--- src/rtl/uart_pkg.sv ---
// Shared encodings and constants for the UART receive path.
// State codes and oversampling points used by the receiver FSM.
package uart_pkg;

  typedef logic [1:0] state_t;

  localparam state_t IDLE  = 2'd0;
  localparam state_t START = 2'd1;
  localparam state_t DATA  = 2'd2;
  localparam state_t STOP  = 2'd3;

  localparam int START_MID  = 7;
  localparam int OVERSAMPLE = 16;

endpackage

--- src/rtl/uart_rx_buffer_if.sv ---
// Receive-buffer handshake towards the interface stage.
// master = receive buffer, slave = consumer popping bytes.
interface uart_rx_buffer_if #(
  parameter int DBIT = 8
);
  logic            i_rd_uart;
  logic [DBIT-1:0] o_r_data;
  logic            o_rx_empty;
  logic            o_rx_full;
  logic            o_frame_err;
  logic            o_overrun;

  modport master (
    input  i_rd_uart,
    output o_r_data,
    output o_rx_empty,
    output o_rx_full,
    output o_frame_err,
    output o_overrun
  );

  modport slave (
    output i_rd_uart,
    input  o_r_data,
    input  o_rx_empty,
    input  o_rx_full,
    input  o_frame_err,
    input  o_overrun
  );
endinterface

--- src/rtl/sync_fifo.sv ---
// First-word fall-through FIFO with extra-MSB pointers.
// A pop frees the slot a same-cycle push needs when full.
module sync_fifo #(
  parameter int DBIT    = 8,
  parameter int FIFO_AW = 2
) (
  input  logic            clk,
  input  logic            rst_n,
  input  logic            push,
  input  logic            pop,
  input  logic [DBIT-1:0] wdata,
  output logic [DBIT-1:0] rdata,
  output logic            empty,
  output logic            full
);

  localparam int DEPTH = 1 << FIFO_AW;

  logic [FIFO_AW:0] wp;
  logic [FIFO_AW:0] rp;
  logic [DBIT-1:0]  mem [DEPTH];
  logic             rd_en;
  logic             wr_en;

  assign empty = (wp == rp);
  assign full  = (wp[FIFO_AW] != rp[FIFO_AW]) &&
                 (wp[FIFO_AW-1:0] == rp[FIFO_AW-1:0]);
  assign rd_en = pop && !empty;
  assign wr_en = push && (!full || rd_en);
  assign rdata = mem[rp[FIFO_AW-1:0]];

  always_ff @(posedge clk or negedge rst_n) begin
    if (!rst_n) begin
      wp <= '0;
      rp <= '0;
      for (int i = 0; i < DEPTH; i++) begin
        mem[i] <= '0;
      end
    end else begin
      if (wr_en) begin
        mem[wp[FIFO_AW-1:0]] <= wdata;
        wp <= wp + 1'b1;
      end
      if (rd_en) begin
        rp <= rp + 1'b1;
      end
    end
  end

endmodule

--- src/rtl/uart_rx_buffer.sv ---
// 8N1 UART receiver with 16x oversampling feeding a small FIFO.
// Head of FIFO is presented to the interface stage via the bus.
module uart_rx_buffer
  import uart_pkg::*;
#(
  parameter int DBIT    = 8,
  parameter int SB_TICK = 16,
  parameter int FIFO_AW = 2
) (
  input  logic clock,
  input  logic i_reset,
  input  logic i_rx,
  input  logic i_s_tick,
  uart_rx_buffer_if.master bus
);

  localparam int SW = $clog2(OVERSAMPLE);
  localparam int NW = (DBIT > 1) ? $clog2(DBIT) : 1;

  state_t          state;
  logic [SW-1:0]   s;
  logic [NW-1:0]   n;
  logic [DBIT-1:0] b;
  logic            push;
  logic            full;
  logic            frame_err;
  logic            overrun;

  // Good stop bit on its sample tick
  assign push = (state == STOP) && i_s_tick &&
                (s == SW'(SB_TICK - 1)) && i_rx;

  sync_fifo #(
    .DBIT    (DBIT),
    .FIFO_AW (FIFO_AW)
  ) u_fifo (
    .clk   (clock),
    .rst_n (i_reset),
    .push  (push),
    .pop   (bus.i_rd_uart),
    .wdata (b),
    .rdata (bus.o_r_data),
    .empty (bus.o_rx_empty),
    .full  (full)
  );

  assign bus.o_rx_full   = full;
  assign bus.o_frame_err = frame_err;
  assign bus.o_overrun   = overrun;

  always_ff @(posedge clock or negedge i_reset) begin
    if (!i_reset) begin
      state     <= IDLE;
      s         <= '0;
      n         <= '0;
      b         <= '0;
      frame_err <= 1'b0;
      overrun   <= 1'b0;
    end else begin
      frame_err <= 1'b0;
      overrun   <= push && full && !bus.i_rd_uart;
      unique case (state)
        IDLE: begin
          if (!i_rx) begin
            state <= START;
            s     <= '0;
          end
        end
        START: begin
          if (i_s_tick) begin
            if (s == SW'(START_MID)) begin
              s <= '0;
              n <= '0;
              state <= i_rx ? IDLE : DATA;
            end else begin
              s <= s + 1'b1;
            end
          end
        end
        DATA: begin
          if (i_s_tick) begin
            if (s == SW'(OVERSAMPLE - 1)) begin
              s <= '0;
              b <= {i_rx, b[DBIT-1:1]};
              if (n == NW'(DBIT - 1)) begin
                state <= STOP;
              end else begin
                n <= n + 1'b1;
              end
            end else begin
              s <= s + 1'b1;
            end
          end
        end
        STOP: begin
          if (i_s_tick) begin
            if (s == SW'(SB_TICK - 1)) begin
              state     <= IDLE;
              frame_err <= !i_rx;
            end else begin
              s <= s + 1'b1;
            end
          end
        end
      endcase
    end
  end

endmodule

--- src/flat_wrapper.sv ---
// flat-port wrapper written by rule: the top's interface ports become plain ports
module uart_rx_buffer_flat import uart_pkg::*;
#(
  parameter int DBIT    = 8,
  parameter int SB_TICK = 16,
  parameter int FIFO_AW = 2
)
  (clock, i_reset, i_rx, i_s_tick, bus_i_rd_uart, bus_o_r_data, bus_o_rx_empty, bus_o_rx_full, bus_o_frame_err, bus_o_overrun);
  uart_rx_buffer_if #(.DBIT(DBIT)) bus_i ();
  input  logic clock;
  input  logic i_reset;
  input  logic i_rx;
  input  logic i_s_tick;
  input wire logic [$bits(bus_i.i_rd_uart)-1:0] bus_i_rd_uart;
  output wire logic [$bits(bus_i.o_r_data)-1:0] bus_o_r_data;
  output wire logic [$bits(bus_i.o_rx_empty)-1:0] bus_o_rx_empty;
  output wire logic [$bits(bus_i.o_rx_full)-1:0] bus_o_rx_full;
  output wire logic [$bits(bus_i.o_frame_err)-1:0] bus_o_frame_err;
  output wire logic [$bits(bus_i.o_overrun)-1:0] bus_o_overrun;
  assign bus_i.i_rd_uart = bus_i_rd_uart;
  assign bus_o_r_data = bus_i.o_r_data;
  assign bus_o_rx_empty = bus_i.o_rx_empty;
  assign bus_o_rx_full = bus_i.o_rx_full;
  assign bus_o_frame_err = bus_i.o_frame_err;
  assign bus_o_overrun = bus_i.o_overrun;
  uart_rx_buffer #(.DBIT(DBIT), .SB_TICK(SB_TICK), .FIFO_AW(FIFO_AW)) u_core (.clock(clock), .i_reset(i_reset), .i_rx(i_rx), .i_s_tick(i_s_tick), .bus(bus_i));
endmodule
--- config.mk ---
export PLATFORM = sky130hd
export DESIGN_NAME = uart_rx_buffer_flat
export DESIGN_NICKNAME = d
export VERILOG_FILES = /design/src/rtl/uart_pkg.sv /design/src/rtl/uart_rx_buffer_if.sv /design/src/rtl/sync_fifo.sv /design/src/rtl/uart_rx_buffer.sv /design/src/flat_wrapper.sv
export SDC_FILE = /design/constraint.sdc
export NUM_CORES = 1
export LEC_CHECK = 0
export CAP_MARGIN = 20
export CORE_UTILIZATION = 63
export CTS_CLUSTER_DIAMETER = 80
export CTS_CLUSTER_SIZE = 14
export DETAILED_ROUTE_END_ITERATION = 16
export PLACE_DENSITY_LB_ADDON = 0.05
export SLEW_MARGIN = 20
export SYNTH_ARGS = -nofsm -noshare
export SYNTH_HDL_FRONTEND = slang
export SYNTH_SLANG_ARGS = --single-unit
--- constraint.sdc ---
create_clock -name clock -period 4 [get_ports clock]
set_input_delay 0.8 -clock clock [delete_from_list [all_inputs] [get_ports clock]]
set_output_delay 0.8 -clock clock [all_outputs]
set_load 0.05 [all_outputs]
==> qor.txt <==
postcts setup bufs -> 0
Final setup viols -> 0
Remaining DRCs -> 0
max_cap viols -> 0
total global-route track usage -> 26.0%
Worst Reg-to-Reg Cells -> 4
first drt pass iteration count -> 4
final wirelength -> 4920 um
Core ar. -> 4090 um2
synth top area cells -> dfrtp_1, mux2_2, mux4_1
Clock Skews -> 0.0121 ns
VDD IR-drop max -> 0.000447 V
# resized after CTS -> 0
Worst-Skew Late Latency -> 0.33 ns
Synthesis Warnings -> 0
Sink Count -> 57
Max Slew Vio Count -> 0
Post-Synthesis Cell Area -> 2740 um2
initial antenna violation count -> 0
CTS tree -> done
number of vias per cell -> 6.00
CP Max Fanout -> 11
Slew headroom -> 53.9%
setup TNS -> 0 ns
status -> finished clean
register bit total from synthesis -> 57
Crit. End Element -> output port
H-tree levels -> 3
Initial Util -> 67.0%
syn nets -> 204
Avg Cell Area, Syn -> 14.3 um2
gpl congestion -> 0.739
worst hold slack -> 0.500 ns
final hold violations -> 0
clk slew on worst S/H paths -> 0.07 ns
clock tree root buffer cell -> clkbuf_8
I/O Buffers -> 16
RSZ-0062 raised after global routing -> false
register area share after synthesis -> 52.1%
layout cell share with drive strength beyond 1 -> 32.4%
Post-CTS Hold Fix Bufs -> 0
Setup crit start kind -> flop
hold depth -> 1
Distinct cells, synth -> 41
Iter 0 DRT Violations -> 66
share of the synthesized area in the top cell type -> 52.1%
fin crit share -> 80.7%
area growth from synthesis to layout -> 15.1%
WS Path Type -> flop to output port
# IOs -> 17
CTS Buf Count -> 9
Tightest Hold Check Type -> flop to flop
first-pass GRT wire length -> 8110 um
Tightest Pin Transition -> 0.692 ns
crit path DAT -> 2.43 ns
total gr overflow -> 0
DR vias -> 1597
Post-Syn Instances -> 191
width of the die -> 67.9 um
PwrDens -> 544 nW/um2
Final min period -> 3.23 ns
Die Ht -> 67.9 um
Final nets -> 224
Max Freq -> 310 MHz
DPL Wire Length -> 3150 um
vias in the first global route -> 1596
CP required -> 3.20 ns
CTS max path bufs -> 2
post-synth top area cell -> dfrtp_1
DR WL/cell -> 18.5 um
antenna cells -> 0
Rows -> 23
antenna-violating nets left -> 0
die area -> 4610 um2
Leak Pwr -> 1.52 nW
largest net degree at the start of global routing -> 58
Layout Utilization -> 77.1%
[sequential cells by signal, summed over array words and instances, names as in the netlist, named ones only]
name,cells
u_core.b,8
u_core.bus.o_frame_err,1
u_core.bus.o_overrun,1
u_core.n,3
u_core.s,4
u_core.state,1
u_core.u_fifo.mem,32
u_core.u_fifo.rp,3
u_core.u_fifo.wp,3
[cell usage in the layout, fill, tap and decap left out, types with 3 or more instances in the layout]
cell | synthesis | final
nand2_1 | 6 | 6
mux4_1 | 4 | 4
inv_1 | 7 | 7
mux4_2 | 4 | 4
bufinv_16 | 0 | 3
mux2_2 | 42 | 42
nor2b_1 | 3 | 3
clkbuf_8 | 0 | 10
dfrtp_1 | 57 | 57
nand3_1 | 4 | 4
xnor2_1 | 6 | 6
ha_1 | 8 | 8
nor3b_4 | 3 | 3
clkdlybuf4s50_1 | 0 | 15
nor2_1 | 5 | 5
clkinv_2 | 0 | 3
[critical path, cell delays in order, from the launching register on]
cell             delay (ns)
dfrtp_1                0.73
mux4_1                 0.65
clkdlybuf4s50_1        0.72
[cells in the mapped netlist (all sizes together)]
cell    instances
and4bb          1
nor2b           3
nor4bb          1
xnor2           6
or3b            1
a21o            1
and3            2
a21boi          1
mux2i           2
buf             6
o31ai           1
nand4           2
mux4            8
a221o           1
ha              8
nor3b           5
nor2            5
xor2            1
nand3           4
o211ai          1
nor3            2
clkbuf          3
a31oi           2
o21ai           2
o22ai           1
dfrtp          57
mux2           44
nand3b          1
inv             7
a22o            2
nand2           6
and4b           1
and4            1
o21bai          1
nand2b          1
[metrics by stage]
stage / setup WS (ns) / area (um2) / std cells / power (mW)
after floorplan: 1.75 / 2740 / 191 / 1.00
after global placement: 1.11 / 2910 / 250 / 1.04
after detailed placement: 1.11 / 2910 / 250 / 1.07
after CTS: 0.705 / 3150 / 266 / 1.73
after global routing: 0.675 / 3150 / 266 / 1.80
final: 0.773 / 3150 / 266 / 1.71
[cell type report]
type | instances | area, um2
Tap cell | 50 | 62.6
Timing Repair Buffer | 18 | 170
Multi-Input combinational cell | 118 | 1220
Sequential cell | 57 | 1430
Clock inverter | 6 | 105
Fill cell | 238 | 936
Inverter | 7 | 26.3
Clock buffer | 10 | 138
[routing by layer]
layer	routed length, um	up-vias	track usage (%)
met5	0	-	0
met4	82	0	14.6
met3	161	8	5.67
met2	2380	30	39.2
met1	2300	814	34.9
li1	-	745	-
[cells by family (layout without fill, tap and decap cells)]
group | after synthesis | in the layout | share of synthesized area, %
AND/OR/NAND/NOR | 36 | 36 | 9.37
multiplexers | 54 | 54 | 26.0
flip-flops | 57 | 57 | 52.1
XOR/XNOR | 7 | 7 | 2.24
AO/OA/AOI/OAI | 13 | 13 | 3.43
adder cells (fa/ha/maj) | 8 | 8 | 3.66
buffers and inverters | 16 | 41 | 3.20
[worst paths after layout]
check / start / endpoint / slack (ns)
worst max-delay path: u_core.u_fifo.rp[0] / bus_o_r_data[5] / 0.77
worst min register to register: u_core.u_fifo.mem[15] / u_core.u_fifo.mem[15] / 0.50
worst min-delay path: u_core.u_fifo.mem[15] / u_core.u_fifo.mem[15] / 0.50
max in group asynchronous: i_reset / u_core.n[2] / 2.94
min in group asynchronous: i_reset / u_core.s[3] / 0.58
worst max register to register: u_core.u_fifo.rp[0] / u_core.u_fifo.mem[16] / 1.59
[where the power goes]
part	internal [mW]	switching (mW)
clock	0.427	0.223
combinational	0.160	0.155
sequential	0.632	0.117
total	1.22	0.494
Power figures use the tool's default switching activity.
